===== src/rtl/em_pipe_reg.sv =====
// E/M pipeline register: captures E-stage results and control fields for the M stage,
// merges ALU overflow into the exception code, and supports stall-hold and flush-to-bubble.
module em_pipe_reg #(
  parameter logic [31:0] RESET_PC = 32'h0000_3000,
  parameter logic [31:0] FLUSH_PC = 32'h0000_4180,
  parameter logic [4:0]  EXC_OV   = 5'd12
) (
  input  logic        clk,
  input  logic        reset,
  input  logic        flush,
  input  logic        stall,
  input  logic        E_valid,
  input  logic [31:0] E_PC,
  input  logic [31:0] E_instr,
  input  logic [31:0] E_ALUresult,
  input  logic [31:0] E_rtdata,
  input  logic        E_calcROV,
  input  logic        E_DMOV,
  input  logic [4:0]  E_ExcCode,
  input  logic        E_BD,
  input  logic [4:0]  E_regWA,
  input  logic [1:0]  E_Tnew,
  output logic        M_valid,
  output logic [31:0] M_PC,
  output logic [31:0] M_instr,
  output logic [31:0] M_ALUresult,
  output logic [31:0] M_rtdata,
  output logic        M_DMOV,
  output logic [4:0]  M_ExcCode,
  output logic        M_BD,
  output logic [4:0]  M_regWA,
  output logic [1:0]  M_Tnew
);

  logic        valid_reg;
  logic [31:0] pc_reg;
  logic [31:0] instr_reg;
  logic [31:0] alu_reg;
  logic [31:0] rtdata_reg;
  logic        dmov_reg;
  logic [4:0]  exc_reg;
  logic        bd_reg;
  logic [4:0]  regwa_reg;
  logic [1:0]  tnew_reg;

  logic [4:0]  exc_next;
  logic        dmov_next;
  logic [4:0]  regwa_next;
  logic [1:0]  tnew_next;

  // Values captured on a normal load; an invalid E slot carries no write or exception.
  always_comb begin
    exc_next   = 5'd0;
    dmov_next  = 1'b0;
    regwa_next = 5'd0;
    tnew_next  = (E_Tnew == 2'd0) ? 2'd0 : E_Tnew - 2'd1;
    if (E_valid) begin
      dmov_next  = E_DMOV;
      regwa_next = E_regWA;
      if (E_ExcCode != 5'd0)
        exc_next = E_ExcCode;
      else if (E_calcROV)
        exc_next = EXC_OV;
    end
  end

  always_ff @(posedge clk) begin
    if (reset || flush) begin
      valid_reg  <= 1'b0;
      pc_reg     <= reset ? RESET_PC : FLUSH_PC;
      instr_reg  <= 32'd0;
      alu_reg    <= 32'd0;
      rtdata_reg <= 32'd0;
      dmov_reg   <= 1'b0;
      exc_reg    <= 5'd0;
      bd_reg     <= 1'b0;
      regwa_reg  <= 5'd0;
      tnew_reg   <= 2'd0;
    end else if (!stall) begin
      valid_reg  <= E_valid;
      pc_reg     <= E_PC;
      instr_reg  <= E_instr;
      alu_reg    <= E_ALUresult;
      rtdata_reg <= E_rtdata;
      dmov_reg   <= dmov_next;
      exc_reg    <= exc_next;
      bd_reg     <= E_BD;
      regwa_reg  <= regwa_next;
      tnew_reg   <= tnew_next;
    end
  end

  assign M_valid     = valid_reg;
  assign M_PC        = pc_reg;
  assign M_instr     = instr_reg;
  assign M_ALUresult = alu_reg;
  assign M_rtdata    = rtdata_reg;
  assign M_DMOV      = dmov_reg;
  assign M_ExcCode   = exc_reg;
  assign M_BD        = bd_reg;
  assign M_regWA     = regwa_reg;
  assign M_Tnew      = tnew_reg;

endmodule


===== config.mk =====
export PLATFORM = sky130hd
export DESIGN_NAME = em_pipe_reg
export DESIGN_NICKNAME = d
export VERILOG_FILES = /design/src/rtl/em_pipe_reg.sv
export SDC_FILE = /design/constraint.sdc
export NUM_CORES = 1
export LEC_CHECK = 0
export BUFFER_PORTS_ARGS = -buffer_cell sky130_fd_sc_hd__buf_2
export CAP_MARGIN = 20
export CORE_ASPECT_RATIO = 0.8
export CORE_MARGIN = 5
export CORE_UTILIZATION = 45
export CTS_CLUSTER_DIAMETER = 50
export DETAILED_ROUTE_END_ITERATION = 12
export GPL_TIMING_DRIVEN = 0
export PLACE_DENSITY = 0.9
export SLEW_MARGIN = 40
export SYNTH_ARGS = -nofsm -noshare
export SYNTH_HDL_FRONTEND = slang
export SYNTH_SLANG_ARGS = --single-unit

===== constraint.sdc =====
create_clock -name clk -period 4.9 [get_ports clk]
set_clock_uncertainty 0.1 [all_clocks]
set_input_delay 1.47 -clock clk [delete_from_list [all_inputs] [get_ports clk]]
set_output_delay 1.47 -clock clk [all_outputs]
set_load 0.005 [all_outputs]

# == After elaboration in Yosys (flattened, before gate mapping) ==
# Index checks and enable logic that the tools add are counted.
# op_classes
add_sub_neg,1
n_eq_ne,1
mux,9
reduce_logical,3
# op_table
op,count
$mux W32,2
$mux W15,1
$mux W5,3
$reduce_bool A5 Y1,1
$mux W4,1
$logic_not A2 Y1,1
$mux W2,1
$ne A2 B1 Y1 const B,1
$sub A2 B1 Y2 const B,1
$logic_or A1 B1 Y1,1
$mux W1,1
# totals
regBits,143
elab_cells,24

# == Logic depth before layout (Yosys ltp) ==
# Gate-level depths: netlist of run 1.
# logic_depth
ltp_word,3
depth_mapped,6

# == Least setup slack after synthesis of run 1 ==
# Ideal clock, no wire load.
# synth_path
path_kind,input port to flip-flop
start,input port stall
end,"register pc_reg[0] (netlist: M_PC[0]), enable pin"
setup_ns,0.389
arrival_time_ns,2.644
required_ns,4.411
setup_slack_ns,1.766
path_stages,4
path_buffers,3
cell_sequence,buf_2 > buf_4 > buf_2 > nand2_1
# synth_between
elab_chain_len,1
# synth_rtl
element,line,source
from (decl),11,"input logic stall,"
$ne A2 B1 Y1 (no line),-,
to (signal assigned),70,pc_reg <= reset ? RESET_PC : FLUSH_PC;
to (decl),36,logic [31:0] pc_reg;
# Every way passes these cells.
# A chain may end at the register's enable or synchronous reset.

# == Worst setup path after layout of run 1 ==
# layout_path
start,input port flush
end,"register pc_reg[21] (netlist: M_PC[21]), enable pin"
# layout_between
elab_chain_len,2
# layout_rtl
element,line,source
from (decl),10,"input logic flush,"
$logic_or A1 B1 Y1,68,if (reset || flush) begin
$ne A2 B1 Y1 (no line),-,
# Every way passes these cells.

==> results of run 1 <==
-- registers in the layout, indices dropped and copies added (netlist names), 2 cells and up --
name,cells
M_ExcCode,5
M_Tnew,2
M_instr,32
M_ALUresult,32
M_PC,32
M_rtdata,32
M_regWA,5
-- kinds of logic after synthesis --
kind of cell	synth area share, %
flops	61.8
mux	18.9
compound gates	2.23
buf+inv	3.55
simple gates	13.6
-- worst reg2reg max path, cell delays in order, from the launching register on --
cell,delay [ns]
dfxtp_1,0.31
a32oi_1,0.20
nand2_1,0.07
-- final cells by class --
cell class	count	area [µm²]	share of cell area, %
buffer	30	179	2.43
timing repair buffer	288	1440	19.6
multi-input combinational	266	1790	24.2
tap	148	185	2.51
clock inverter	13	138	1.87
sequential	143	3180	43.2
inverter	1	3.75	0.0509
clock buffer	19	453	6.15
-- routing by layer --
| layer | routed length, µm | part of all wire [%] | track usage [%] | up-vias |
|---|---|---|---|---|
| met1 | 5760 | 38 | 23.7 | 2009 |
| li1 | - | - | - | 2097 |
| met2 | 7670 | 50 | 37.9 | 204 |
| met3 | 1550 | 10 | 8.16 | 18 |
| met5 | 0 | 0 | 0 | - |
| met4 | 247 | 1.6 | 6.53 | 0 |
-- through the flow --
stage	setup slack, ns	std cells
floorplan	1.77	440
global placement	1.27	876
detailed placement	1.68	876
CTS	2.11	908
global route	2.04	908
finish	2.08	908
-- cells in the final DEF, fill, tap and decap left out, drive strengths merged, types with 2 or more instances in the layout --
master,n
buf,311
nor2,115
dfxtp,111
mux2i,97
edfxtp,32
and2,27
clkbuf,26
a22oi,9
clkinv,6
nand2,4
a21oi,3
clkinvlp,3
inv,3
a21o,2
a32oi,2
bufinv,2
-- report_power, final --
part	total, µW	internal, µW	switching (µW)	leakage (µW)
Clock	1270	777	495	0.000286
Sequential	1280	1250	20.4	0.00126
Combinational	256	131	125	0.00229
Total	2800	2160	640	0.00383
-- worst max path at each step --
stage / from / slack [ns] / end
finish: flush / 2.08 / M_PC[21]
global route: flush / 2.04 / M_PC[21]
CTS: flush / 2.11 / M_PC[21]
detailed placement: flush / 1.68 / M_PC[18]
global placement: stall / 1.27 / M_PC[6]
floorplan: stall / 1.77 / M_PC[0]
==> out/results.ini, run 1 <==
[grt]
grt_pass1_vias = 4469
grt_overflow = 0
grt_use_total_pct = 21.4
grt_max_degree = 33
grt_pass1_wl_um = 22700
antenna_found_initial = 0

[yosys]
yosysSeqAreaShare_pct = 61.8
ys_types = 23
yosysTopAreaCell = dfxtp_1
synth_area_mm2 = 0.00515
synth_edf_count = 32
synth-seq-cells = 143
yosys-top-cells-count = 111 x dfxtp_1, 105 x nor2_1, 97 x mux2i_1
syn_area_per_cell_um2 = 11.7
synth_top_cell_area_share_pct = 43.1
ys_warn_count = 0
ys_top_cells_by_area = dfxtp_1 43%, mux2i_1 19%, edfxtp_1 19%
ys_async_sr_fraction_pct = 0
synth.most_common_cell = dfxtp_1
syn_nets = 588
ys.flop_type = dfxtp_1
syn_inst = 440

[cells_and_area]
drive_gt1_share_pct = 46.7
layout.nets = 895
finalInstanceArea_mm2 = 0.00737
antenna_cells = 0
fin_util_pct = 65.0
fill_cells = 917
area_delta_synth_final_pct = 43.1

[placed_design]
gp_congestion = 0.805
port_buffers = 288
hpwlAfterDp_um = 11700
post_dp_cell_area_mm2 = 0.00678

[cts]
clk_latency_ns = 0.41
cts_buffer_depth = 2
cts_made_buffers = 17
clk_pin_slew_ns = 0.06
post_cts_resized = 0
cts_max_level = 4
cts_tree = yes
ctsHoldBuffers = 0
cts_num_sinks = 143
cts-root-buf = clkbuf_16
cts_setup_buffers = 0

[floorplan]
boundaryPins = 291
start_util_pct = 45.4
rows = 35
die_area_mm2 = 0.0137
die_w_um = 130
fp.dieH_um = 106
core_mm2 = 0.0113

[critical_path]
r2r_end = M_ExcCode[2]
r2r_slack_ns = 4.11
worstSetupPathType = input pin to register
crit_cells = 4
crit_family = simple AND/OR/NAND/NOR gates
crit_path_max_incr_delay_ns = 0.51
cp.required_ns = 4.79
cp_slowest_cell = nand2_2
crit_buf_inv = 2
reg2regPathDepth = 2
setup.worst_path.start_class = input pin
cp.arrival_ns = 2.71
endpoint_kind = register
critPathMaxFanout = 32
reg2reg_from = M_ExcCode[2]
crit_chain = buf_2, nor2_1, clkbuf_1, nand2_2

[route]
routed_wl_um = 15200
firstDrtPassIters = 4
drc_errors = 0
avgViaCountPerCell = 4.77
num_vias = 4328
drt_iter0_drc = 198
drtAntennaViolNets = 0
routedWlPerCell_um = 16.8

[min_path]
whs_path_depth = 2
hold_end = M_Tnew[1]
hp-start = M_Tnew[1]
hold_class = register to register

[power]
p_leak_uw = 0.00383
p_per_area_mw_per_mm2 = 380
ir_drop_v = 0.000242
finalPower_uw = 2800

[sta]
hold_viol = 0
tns_ns = 0
finalSetupViolations = 0
finalCritPeriodShare_pct = 57.5
tightest_slew_ns = 0.718
worst_slew_margin_rel_pct = 52.0
rsz0062_at_grt = no
max_freq_ghz = 0.355
fin_hold_ws_ns = 0.362
drv_slew = 0
period_minus_slack_ns = 2.82

[status]
status = finished, final reports clean

[flow_run]
cap_violations = 0

(Power assumes the default switching activity.)
==> inputs of run 2 (changes only) <==
--- a/config.mk
+++ b/config.mk
@@ -9,11 +9,11 @@
 export CAP_MARGIN = 20
 export CORE_ASPECT_RATIO = 0.8
 export CORE_MARGIN = 5
-export CORE_UTILIZATION = 45
+export CORE_UTILIZATION = 40
 export CTS_CLUSTER_DIAMETER = 50
 export DETAILED_ROUTE_END_ITERATION = 12
 export GPL_TIMING_DRIVEN = 0
-export PLACE_DENSITY = 0.9
+export PLACE_DENSITY = 0.86
 export SLEW_MARGIN = 40
 export SYNTH_ARGS = -nofsm -noshare
 export SYNTH_HDL_FRONTEND = slang
==> constraint.sdc (replaced) <==
create_clock -name clk -period 2.56 [get_ports clk]
set_clock_uncertainty 0.1 [all_clocks]
set_input_delay 0.768 -clock clk [delete_from_list [all_inputs] [get_ports clk]]
set_output_delay 0.768 -clock clk [all_outputs]
set_load 0.005 [all_outputs]
==> run 2 against run 1 <==
Net effect: clock power increased by 100%; sequential share of layout area down 0.39 points; routed wire length decreased by 5.9%; register-to-register slack worse by 2.3 ns; combinational power grew 89%; hold slack gained 0.0091 ns; power grew 96%.
==> out/results.ini, run 2 (synthesized netlist as in run 1, its figures left out) <==
[status]
status = finished, final reports clean

[route]
routedWlPerCell_um = 15.3  ; -8.6%
num_vias = 4262  ; -1.5%
routed_wl_um = 14300  ; -5.9%
drt_iter0_drc = 140  ; -29%
drc_errors = 0  ; unchanged
avgViaCountPerCell = 4.56  ; -4.4%
firstDrtPassIters = 4  ; unchanged
drtAntennaViolNets = 0  ; unchanged

[critical_path]
crit_family = buffers and inverters
crit_cells = 4  ; unchanged
crit_path_max_incr_delay_ns = 0.45  ; -0.06 ns
critPathMostFrequentCell = buf_2
reg2reg_from = M_ExcCode[2]
r2r_end = M_ExcCode[2]
cp.required_ns = 2.46  ; -2.33 ns
crit_chain = buf_2, buf_4, buf_2, nand2_2
cp_slowest_cell = nand2_2
setup.worst_path.start_class = input pin
endpoint_kind = register
worstSetupPathType = input pin to register
reg2regPathDepth = 2  ; unchanged
critPathMaxFanout = 32  ; unchanged
crit_buf_inv = 3  ; +1
cp.arrival_ns = 1.95  ; -0.76 ns
r2r_slack_ns = 1.78  ; -2.33 ns

[grt]
grt_overflow = 0  ; unchanged
grt_use_total_pct = 18.2  ; -3.3 points
grt_max_degree = 33  ; unchanged
antenna_found_initial = 0  ; unchanged
grt_pass1_vias = 4288  ; -4.1%
grt_pass1_wl_um = 21600  ; -5.0%

[cts]
clk_latency_ns = 0.41  ; about the same
cts_setup_buffers = 0  ; unchanged
clk_pin_slew_ns = 0.06  ; about the same
cts_made_buffers = 17  ; unchanged
post_cts_resized = 0  ; unchanged
cts-root-buf = clkbuf_16
ctsHoldBuffers = 0  ; unchanged
cts_max_level = 4  ; unchanged
cts_tree = yes
cts_buffer_depth = 2  ; unchanged
cts_num_sinks = 143  ; unchanged

[cells_and_area]
fin_cells = 935  ; +3.0%
fin_util_pct = 58.4  ; -6.6 points
area_delta_synth_final_pct = 44.4
drive_gt1_share_pct = 46.4  ; -0.26 points
most-common-layout-cells = 302 x buf_2, 111 x dfxtp_1, 105 x nor2_1
antenna_cells = 0  ; unchanged
layout_commonest_cell = buf_2
fill_cells = 1074  ; +17%
layout.nets = 895  ; unchanged

[power]
p_per_area_mw_per_mm2 = 740  ; +95%
p_leak_uw = 0.00385  ; +0.45%
ir_drop_v = 0.000533  ; +120%

[floorplan]
fp.dieH_um = 111  ; +5.5%
die_area_mm2 = 0.0153  ; +11%
boundaryPins = 291  ; unchanged
start_util_pct = 40.5  ; -5.0 points
core_mm2 = 0.0127  ; +12%
rows = 37  ; +5.7%
die_w_um = 137  ; +5.6%

[min_path]
hold_end = M_Tnew[1]
hp-start = M_Tnew[1]
hold_class = register to register
whs_path_depth = 2  ; unchanged

[placed_design]
dpl_worst_slack_ns = 0.0756  ; -1.61 ns
port_buffers = 288  ; unchanged
dp_cells = 903  ; +3.1%
gp_congestion = 0.814  ; +1.0%
hpwlAfterDp_um = 11000  ; -5.5%

[sta]
drv_slew = 0  ; unchanged
worst_slew_margin_rel_pct = 53.5  ; +1.6 points
tightest_slew_ns = 0.695  ; -0.0233 ns
tns_ns = 0  ; unchanged
max_freq_ghz = 0.489
hold_viol = 0  ; unchanged
finalCritPeriodShare_pct = 79.9
rsz0062_at_grt = no
period_minus_slack_ns = 2.04
setup_ws_ns = 0.516  ; -1.57 ns
finalSetupViolations = 0  ; unchanged

[flow_run]
cap_violations = 0  ; unchanged

run 2: cell types whose count changed in the layout (fill, tap and decap cells not counted), sizes merged:
cell      previous run  this run
clkinvlp             3         2
bufinv               2         4
inv                  3         1
clkbuf              26        28
clkinv               6         5
run 2: final cells by class:
cell class | count | area [µm²] | share of cell area (%)
Sequential cell | 143 | 3180 | 42.8
Multi-Input combinational cell | 266 | 1790 | 24.0
Timing Repair Buffer | 288 | 1440 | 19.4
Clock buffer | 21 | 460 | 6.19
Tap cell | 175 | 219 | 2.94
Buffer | 30 | 179 | 2.41
Clock inverter | 11 | 164 | 2.20
Inverter | 1 | 3.75 | 0.0505
run 2: tightest hold or removal path: cells and delay by family (launching register included):
kind	cells	cell delay, ns
DFF	1	0.31
and+or+nand+nor	1	0.06
AOI/OAI and AO/OA	1	0.06
run 2: metrics by stage:
| step | area (µm²) | power (µW) | hold WS, ns |
|---|---|---|---|
| final | 7440 | 5500 | 0.371 |
| after global routing | 7440 | 5730 | 0.401 |
| after CTS | 7440 | 5560 | 0.377 |
| after detailed placement | 6810 | 2970 | 0.369 |
| after global placement | 6810 | 2960 | 0.349 |
| after floorplan | 5150 | 2720 | 0.354 |
run 2: power breakdown:
| group | switching, µW | leakage, µW | internal, µW |
|---|---|---|---|
| logic | 233 | 0.00229 | 251 |
| clock network | 904 | 0.000303 | 1680 |
| registers | 37.4 | 0.00126 | 2400 |
| total | 1170 | 0.00385 | 4330 |
run 2: how the worst max path moves through the flow:
| stage | start | endpoint | slack (ns) |
|---|---|---|---|
| final | stall | M_PC[7] | 0.52 |
| after global routing | flush | M_PC[0] | 0.41 |
| after CTS | stall | M_PC[0] | 0.51 |
| after detailed placement | stall | M_PC[15] | 0.08 |
| after global placement | stall | M_PC[15] | -0.33 |
| after floorplan | stall | M_PC[0] | 0.13 |
run 2: metal layers:
metal	global-route usage, %	vias up	part of all wire (%)	wire length [µm]
met5	0	-	0	0
met2	31.0	183	49	6990
met4	7.05	0	2.1	307
met3	6.37	27	9.7	1380
li1	-	2097	-	-
met1	20.8	1955	39	5650
==> inputs of run 3 (changes only) <==
==> constraint.sdc (replaced) <==
create_clock -name clk -period 1.85 [get_ports clk]
set_clock_uncertainty 0.1 [all_clocks]
set_input_delay 0.555 -clock clk [delete_from_list [all_inputs] [get_ports clk]]
set_output_delay 0.555 -clock clk [all_outputs]
set_load 0.005 [all_outputs]
==> run 3 against run 2 <==
Net effect: critical path type unchanged; clock power grew 37%; global-route usage is 1.0 points higher; cell count grew 0.11%; design area about the same; core utilization about the same; critical path depth unchanged; worst setup slack worse by 0.29 ns; hold slack got worse by 0.098 ns; count of clock-buffer cells in the layout fell by 3; via count rose by 0.73%; highest routed layer unchanged; die area unchanged.
==> out/results.ini, run 3 (synthesized netlist as in run 1, its figures left out) <==
[route]
routedWlPerCell_um = 16.1  ; +4.9%
routed_wl_um = 15000  ; +5.0%
num_vias = 4293  ; +0.73%
drc_errors = 0  ; unchanged
avgViaCountPerCell = 4.59  ; +0.62%
drtAntennaViolNets = 0  ; unchanged
firstDrtPassIters = 4  ; unchanged
drt_iter0_drc = 147  ; +5.0%

[grt]
grt_pass1_vias = 4410  ; +2.8%
grt_max_degree = 33  ; unchanged
antenna_found_initial = 1  ; +1
grt_pass1_wl_um = 22700  ; +5.3%
grt_use_total_pct = 19.2  ; +1.0 points
grt_overflow = 0  ; unchanged

[cells_and_area]
fin_util_pct = 58.4  ; about the same
drive_gt1_share_pct = 46.4  ; unchanged
most-common-layout-cells = 302 x buf_2, 111 x dfxtp_1, 105 x nor2_1
layout.nets = 895  ; unchanged
area_delta_synth_final_pct = 44.5  ; about the same
layout_commonest_cell = buf_2
fin_cells = 936  ; +0.11%
finalInstanceArea_mm2 = 0.00744  ; about the same

[sta]
rsz0062_at_grt = no
max_freq_ghz = 0.615
period_minus_slack_ns = 1.63
finalCritPeriodShare_pct = 87.9
tightest_slew_ns = 0.534  ; -0.161 ns
drv_slew = 0  ; unchanged
hold_viol = 0  ; unchanged
finalSetupViolations = 0  ; unchanged
worst_slew_margin_rel_pct = 64.4  ; +11 points

[floorplan]
fp.dieH_um = 111  ; unchanged
boundaryPins = 291  ; unchanged
die_area_mm2 = 0.0153  ; unchanged
rows = 37  ; unchanged
start_util_pct = 40.5  ; unchanged
core_mm2 = 0.0127  ; unchanged
die_w_um = 137  ; unchanged

[power]
p_leak_uw = 0.00385  ; -0.15%
p_clk_share_pct = 46.7  ; -0.2 points
sequentialPowerShare_pct = 44.4  ; about the same
power_frac_comb_pct = 8.9  ; about the same
p_sw_share_pct = 22.0  ; +0.65 points
p_per_area_mw_per_mm2 = 1020  ; +38%
ir_drop_v = 0.000725  ; +36%
power.switching_uw = 1670  ; +42%
cellInternalPower_uw = 5930  ; +37%

[placed_design]
post_dp_cell_area_mm2 = 0.00682  ; about the same
port_buffers = 288  ; unchanged
dp_cells = 903  ; unchanged
gp_congestion = 0.795  ; -2.3%
hpwlAfterDp_um = 11500  ; +4.2%

[critical_path]
crit_chain = buf_2, nor2_1, clkbuf_1, nand2_4
worstSetupPathType = input pin to register
cp.arrival_ns = 1.60  ; -0.35 ns
cp_slowest_cell = clkbuf_1
setup.worst_path.start_class = input pin
crit_path_max_incr_delay_ns = 0.36  ; -0.09 ns
endpoint_kind = register
cp.required_ns = 1.82  ; -0.64 ns
critPathMaxFanout = 32  ; unchanged

[cts]
post_cts_resized = 0  ; unchanged
ctsHoldBuffers = 0  ; unchanged
clk_latency_ns = 0.41  ; about the same
cts_tree = yes
cts-root-buf = clkbuf_16
cts_num_sinks = 143  ; unchanged
clk_pin_slew_ns = 0.06  ; about the same
cts_made_buffers = 17  ; unchanged
cts_buffer_depth = 2  ; unchanged
cts_max_level = 4  ; unchanged
cts_setup_buffers = 0  ; unchanged

[min_path]
hold_class = input pin to register

[flow_run]
cap_violations = 0  ; unchanged

[status]
status = finished, final reports clean

run 3: layout make-up:
cell class | count | area (µm²)
fillers | 1052 | 5290
flip-flops and latches | 143 | 3180
multi-input cells | 266 | 1790
repair buffers | 288 | 1440
clock buffers | 18 | 429
well taps | 175 | 219
clock inverters | 14 | 190
plain buffers | 30 | 179
inverters | 1 | 3.75
diodes | 1 | 2.50
run 3: worst max-delay path, delay by kind of cell:
family / cells / cell delay [ns]
buffers and inverters: 2 / 0.51
and+or+nand+nor: 2 / 0.52
run 3: path summary, 6_finish.rpt:
path                         from              end  slack [ns]  cells after the start
setup / recovery            flush          M_PC[8]        0.22                      4
hold / removal    E_ALUresult[17]  M_ALUresult[17]        0.27                      3
setup reg to reg     M_ExcCode[3]     M_ExcCode[3]        1.02                      2
hold reg to reg         M_Tnew[1]        M_Tnew[1]        0.36                      2
run 3: power groups by stage:
stage                     sequential (µW)  clock (µW)  combinational [µW]
after floorplan                      3460           0                 303
after global placement               3430           0                 667
after detailed placement             3440           0                 680
after CTS                            3380        3610                 686
after global routing                 3390        3770                 751
final                                3380        3540                 676
run 3: layer usage:
metal	share of wire, %	GRT usage, %
met5	0	0
met4	0.94	4.52
met3	11	9.21
met2	51	34.0
met1	37	20.5
run 3: per-stage QoR:
stage	worst slack, ns	total power [µW]	TNS (ns)	hold slack [ns]
after floorplan	0.121	3760	0	0.355
after global placement	-0.211	4100	-6.70	0.347
after detailed placement	-0.220	4120	-6.98	0.361
after CTS	0.218	7680	0	0.252
after global routing	0.167	7910	0	0.259
final	0.224	7600	0	0.274
